## config.mk

```make
export PLATFORM = sky130hd
export DESIGN_NAME = fetch_unit
export DESIGN_NICKNAME = d
export VERILOG_FILES = /design/src/rtl/cpu_pkg.sv /design/src/rtl/fetch_fifo.sv /design/src/rtl/fetch_unit.sv
export SDC_FILE = /design/constraint.sdc
export NUM_CORES = 1
export LEC_CHECK = 0
export CORE_ASPECT_RATIO = 1.75
export CORE_MARGIN = 8
export CORE_UTILIZATION = 50
export CTS_CLUSTER_DIAMETER = 80
export DETAILED_ROUTE_END_ITERATION = 10
export PLACE_DENSITY = 0.9
export SYNTH_ARGS = -nofsm -noshare
export SYNTH_HDL_FRONTEND = slang
export SYNTH_HIERARCHICAL = 1
export SYNTH_SLANG_ARGS = --single-unit
```

## constraint.sdc

```tcl
create_clock -name clk -period 3.25 [get_ports clk]
set_input_delay 0.65 -clock clk [delete_from_list [all_inputs] [get_ports clk]]
set_output_delay 0.65 -clock clk [all_outputs]
set_load 0.005 [all_outputs]
```

## src/rtl/cpu_pkg.sv

```systemverilog
// Shared CPU front-end definitions: instruction-region bounds, reset vector,
// fetch buffer geometry and the fetch FSM encoding.
package cpu_pkg;

  localparam int unsigned XLEN        = 16;
  localparam int unsigned INST_TOP    = 1023;
  localparam logic [15:0] RESET_PC    = 16'h0000;
  localparam int unsigned FETCH_DEPTH = 2;
  localparam int unsigned FETCH_CNT_W = $clog2(FETCH_DEPTH + 1);

  typedef enum logic {
    RUN   = 1'b0,
    FAULT = 1'b1
  } fetch_state_e;

  typedef struct packed {
    logic [XLEN-1:0] pc;
    logic [XLEN-1:0] word;
  } fetch_entry_t;

  // Instruction addresses are halfword aligned; bit 0 is always dropped.
  function automatic logic [XLEN-1:0] align_pc(input logic [XLEN-1:0] addr);
    return {addr[XLEN-1:1], 1'b0};
  endfunction

endpackage

```

## src/rtl/fetch_fifo.sv

```systemverilog
// Two-entry instruction buffer. The head entry lives in its own register so
// decode-facing outputs never see a combinational path from push data.
module fetch_fifo
  import cpu_pkg::*;
(
  input  logic         clk_i,
  input  logic         rst_i,
  input  logic         flush_i,
  input  logic         push_i,
  input  logic         pop_i,
  input  fetch_entry_t data_i,
  output fetch_entry_t head_o,
  output logic         full_o,
  output logic         empty_o
);

  localparam logic [FETCH_CNT_W-1:0] CNT_ZERO = FETCH_CNT_W'(0);
  localparam logic [FETCH_CNT_W-1:0] CNT_ONE  = FETCH_CNT_W'(1);
  localparam logic [FETCH_CNT_W-1:0] CNT_FULL = FETCH_CNT_W'(FETCH_DEPTH);

  logic [FETCH_CNT_W-1:0] count_q, count_d;
  fetch_entry_t           head_q, head_d;
  fetch_entry_t           tail_q, tail_d;
  logic                   do_push, do_pop;

  always_comb begin
    count_d = count_q;
    head_d  = head_q;
    tail_d  = tail_q;
    do_pop  = pop_i && (count_q != CNT_ZERO);
    do_push = push_i && ((count_q != CNT_FULL) || do_pop);

    if (flush_i) begin
      count_d = CNT_ZERO;
    end else begin
      unique case ({do_push, do_pop})
        2'b10: begin
          if (count_q == CNT_ZERO) begin
            head_d = data_i;
          end else begin
            tail_d = data_i;
          end
          count_d = count_q + CNT_ONE;
        end
        2'b01: begin
          head_d  = tail_q;
          count_d = count_q - CNT_ONE;
        end
        2'b11: begin
          // Simultaneous push/pop keeps occupancy; with one entry the new
          // word becomes the head directly.
          if (count_q == CNT_ONE) begin
            head_d = data_i;
          end else begin
            head_d = tail_q;
            tail_d = data_i;
          end
        end
        default: ;
      endcase
    end
  end

  always_ff @(posedge clk_i) begin
    if (rst_i) begin
      count_q <= CNT_ZERO;
      head_q  <= '0;
      tail_q  <= '0;
    end else begin
      count_q <= count_d;
      head_q  <= head_d;
      tail_q  <= tail_d;
    end
  end

  assign head_o  = head_q;
  assign full_o  = (count_q == CNT_FULL);
  assign empty_o = (count_q == CNT_ZERO);

endmodule

```

## src/rtl/fetch_unit.sv

```systemverilog
// Instruction fetch front end: sequential PC, shared memory port arbitration,
// redirect handling, region-bound fault and a 2-entry decoupling buffer.
module fetch_unit #(
  parameter logic [15:0] RESET_PC = cpu_pkg::RESET_PC,
  parameter int unsigned INST_TOP = cpu_pkg::INST_TOP
) (
  input  logic        clk,
  input  logic        rest,
  output logic [15:0] mem_addr,
  input  logic [15:0] mem_rdata,
  input  logic        mem_busy,
  input  logic        redirect_valid,
  input  logic [15:0] redirect_pc,
  output logic        inst_valid,
  input  logic        inst_ready,
  output logic [15:0] inst_data,
  output logic [15:0] inst_pc,
  output logic        fetch_fault
);

  import cpu_pkg::XLEN;
  import cpu_pkg::fetch_state_e;
  import cpu_pkg::fetch_entry_t;
  import cpu_pkg::align_pc;
  import cpu_pkg::RUN;
  import cpu_pkg::FAULT;

  localparam logic [XLEN-1:0] PC_STEP = XLEN'(2);

  fetch_state_e    state_q, state_d;
  logic [XLEN-1:0] pc_q, pc_d;

  logic            pop_c, push_c, flush_c;
  logic            slot_free_c, in_range_c, attempt_c;
  logic            fifo_full, fifo_empty;
  fetch_entry_t    fifo_head, push_data;

  assign pop_c       = !fifo_empty && inst_ready;
  assign slot_free_c = !fifo_full || pop_c;
  // Bound check in 32 bits so pc wrap-around can never slip past it.
  assign in_range_c  = (32'(pc_q) + 32'd1) <= 32'(INST_TOP);
  assign attempt_c   = (state_q == RUN) && !mem_busy && slot_free_c;
  assign push_data   = '{pc: pc_q, word: mem_rdata};

  // Redirect outranks both memory stalls and fault entry.
  always_comb begin
    state_d = state_q;
    pc_d    = pc_q;
    push_c  = 1'b0;
    flush_c = 1'b0;

    if (redirect_valid) begin
      flush_c = 1'b1;
      pc_d    = align_pc(redirect_pc);
      state_d = RUN;
    end else if (attempt_c) begin
      if (in_range_c) begin
        push_c = 1'b1;
        pc_d   = pc_q + PC_STEP;
      end else begin
        state_d = FAULT;
      end
    end
  end

  always_ff @(posedge clk) begin
    if (rest) begin
      state_q <= RUN;
      pc_q    <= align_pc(RESET_PC);
    end else begin
      state_q <= state_d;
      pc_q    <= pc_d;
    end
  end

  fetch_fifo u_fifo (
    .clk_i   (clk),
    .rst_i   (rest),
    .flush_i (flush_c),
    .push_i  (push_c),
    .pop_i   (pop_c),
    .data_i  (push_data),
    .head_o  (fifo_head),
    .full_o  (fifo_full),
    .empty_o (fifo_empty)
  );

  assign mem_addr    = pc_q;
  assign inst_valid  = !fifo_empty;
  assign inst_data   = fifo_head.word;
  assign inst_pc     = fifo_head.pc;
  assign fetch_fault = (state_q == FAULT);

endmodule
```

==> flow_summary.json <==
{
  "yosysWarnings": 6,
  "cts.clk_slew.worst_paths_ns": 0.06,
  "grt_usage_pct": 18.27,
  "via_count": 3369,
  "final_cell_mix": "nand2_1, clkdlybuf4s50_1, dfxtp_1",
  "synth-main-ff-cell": "dfxtp_1",
  "remaining_drc_errors": 0,
  "worst_ep_arrival_time_ns": 2.80,
  "final-hold-violation-count": 0,
  "port_buffers": 84,
  "htree_levels": 3,
  "r2r_end": "u_fifo/head_o[21]",
  "dp_cells": 588,
  "routedWlPerCell_microns": 15.74,
  "ctsHoldBuffers": 0,
  "synth_area_sq_mm": 0.003721,
  "final_core_util_pct": 67.69,
  "setup.worst_path.start": "inst_ready",
  "worst_slew_pin_slew_ns": 0.9995,
  "wl_met1_mm": 3.626,
  "reg2reg_depth": 11,
  "layout_commonest_cell": "nand2_1",
  "grt_antenna_before_repair": 0,
  "grt_pass1_vias": 3223,
  "initial_core_util_pct": 51.44,
  "cts_tree": "done",
  "clk_path_buf_depth": 2,
  "crit_path_start_kind": "input port",
  "cts.sinks": 82,
  "netlist_instances": 441,
  "stdcell_count": 604,
  "gp_congestion": 0.7964,
  "grt_max_degree": 83,
  "worstSetupEndpoint": "u_fifo/head_o[21]",
  "dieArea_sq_mm": 0.01057,
  "cts_setup_buffers": 0,
  "yosysSeqAreaShare_pct": 44.12,
  "fillCellCount": 569,
  "rows": 41,
  "cp-end-kind": "register",
  "syn_area_per_cell_sq_um": 8.438,
  "worst_r2r_startpoint": "u_fifo/count_q[0]",
  "peakVddDrop_v": 0.0002976,
  "core_area_sq_mm": 0.007233,
  "drive_gt1_share_pct": 11.39,
  "overflow": 0,
  "cts_buffers": 9,
  "hp-class": "register to register",
  "total_power_mw": 2.398,
  "wirelength_mm": 9.507,
  "highest_layer": "met4",
  "ys_ff_latch": 82,
  "die_width_microns": 81.21,
  "wl_met2_mm": 5.105,
  "antennaDiodeCount": 0,
  "finalSetupViolCount": 0,
  "final_antenna_net_count": 0,
  "synth_cell_types": 40,
  "finalCritPeriodShare_pct": 78.86,
  "rsz0062_at_grt": "false",
  "leakage_nw": 1.645,
  "tns_ns": 0,
  "skew_ns": 0.006024,
  "syn2layout_area_growth_pct": 31.57,
  "die_h_microns": 130.1,
  "ios": 87,
  "grt_pass1_wl_mm": 15.11,
  "drv_slew": 0,
  "max_freq_mhz": 390.2,
  "cp.required_ns": 3.49,
  "insertion_delay_ns": 0.33,
  "status": "finished clean",
  "cts-root-buf": "clkbuf_16",
  "drt-pass1-iter-count": 4,
  "async_flop_share_pct": 0,
  "postCtsResizedCells": 0,
  "max_cap_violations": 0,
  "met3_length_microns": 570,
  "cp_max_fo": 64,
  "dp_hpwl_mm": 6.238,
  "slew_headroom_pct": 33.37,
  "synth-edff-count": 0,
  "crit_type": "input port to register",
  "avgViaCountPerCell": 5.578,
  "nets": 554,
  "powerDensity_mw_per_mm2": 489.7,
  "drt-initial-drc-count": 211,
  "min_period_ns": 2.563,
  "regToRegSetupSlack_ns": 0.76
}
-- where the power goes --
part / switching (mW) / internal (mW)
Sequential: 0.0329 / 1.03
Combinational: 0.112 / 0.135
Clock: 0.392 / 0.691
Total: 0.537 / 1.86
-- registers in the layout (all words and copies together) (netlist names) --
signal / cells
fetch_fault: 1
mem_addr: 15
u_fifo/count_q: 2
u_fifo/head_o: 32
u_fifo/tail_q: 32
-- synthesized netlist by cell type (2+ instances only) --
cell type	instances	area share, %
nand2_1	133	13
dfxtp_1	82	44
nor2_1	50	5.0
a21oi_1	37	5.0
a311oi_2	28	11
clkbuf_1	15	1.5
inv_1	11	1.1
a311oi_1	9	2.1
buf_2	9	1.2
mux2i_1	7	1.9
buf_4	6	1.2
nand3_1	5	0.67
buf_6	4	1.2
ha_1	4	1.3
a211oi_1	3	0.61
nand2b_1	3	0.50
o31ai_1	3	0.61
or4_1	3	0.61
a21o_1	2	0.40
nand4_1	2	0.34
nor3_1	2	0.27
nor4_1	2	0.34
o21ai_0	2	0.27
o31a_2	2	0.54
xnor2_1	2	0.47
-- metrics by stage --
| stage | hold slack (ns) | setup slack [ns] | cell area, sq um |
|---|---|---|---|
| CTS | 0.4547 | 0.6927 | 4896 |
| detailed placement | 0.4465 | 0.3574 | 4576 |
| finish | 0.4532 | 0.6869 | 4896 |
| global placement | 0.4411 | 0.4956 | 4576 |
| floorplan | 0.4366 | 0.8262 | 3729 |
| global route | 0.4773 | 0.5110 | 4896 |
-- kinds of logic after synthesis --
group,after synthesis,share of synthesized area (%)
simple gates,205,22.56
compound gates,95,23.27
flops,82,44.12
buf+inv,45,6.254
mux,7,1.883
fa+ha+maj,4,1.345
xor+xnor,2,0.4708
other cells,1,0.1008
-- area by class of cell --
| type | count | area [sq um] | share of cell area (%) |
|---|---|---|---|
| clock buffer | 11 | 242.7 | 4.958 |
| clock inverter | 5 | 77.57 | 1.584 |
| inverter | 11 | 41.29 | 0.8433 |
| multi-input combinational | 316 | 1854 | 37.87 |
| sequential | 82 | 1642 | 33.53 |
| tap | 86 | 107.6 | 2.198 |
| timing repair buffer | 93 | 930.9 | 19.01 |
-- per-layer routing --
| metal | vias up | global-route usage [%] |
|---|---|---|
| li1 | 1653 | - |
| met1 | 1585 | 19.23 |
| met2 | 114 | 31.97 |
| met3 | 17 | 5.372 |
| met4 | 0 | 8.783 |
| met5 | - | 0 |
-- worst min path at each step --
stage	start	end	slack (ns)	cells after the start
finish	u_fifo/tail_q[7]	u_fifo/tail_q[7]	0.45	2
CTS	u_fifo/tail_q[3]	u_fifo/tail_q[3]	0.45	2
floorplan	u_fifo/tail_q[0]	u_fifo/tail_q[0]	0.44	2
detailed placement	u_fifo/tail_q[3]	u_fifo/tail_q[3]	0.45	2
global route	u_fifo/tail_q[30]	u_fifo/tail_q[30]	0.48	2
global placement	u_fifo/tail_q[11]	u_fifo/tail_q[11]	0.44	2
-- critical path: stages --
cell and delay [ns]:
clkdlybuf4s50_1 0.46, nor2b_1 0.20, o2111ai_2 0.15, nor2_1 0.12
buf_4 0.17, nand3b_1 0.14, a21oi_4 0.20, buf_12 0.30
nor2_1 0.10, a311oi_2 0.27
Power figures use the tool's default switching activity.
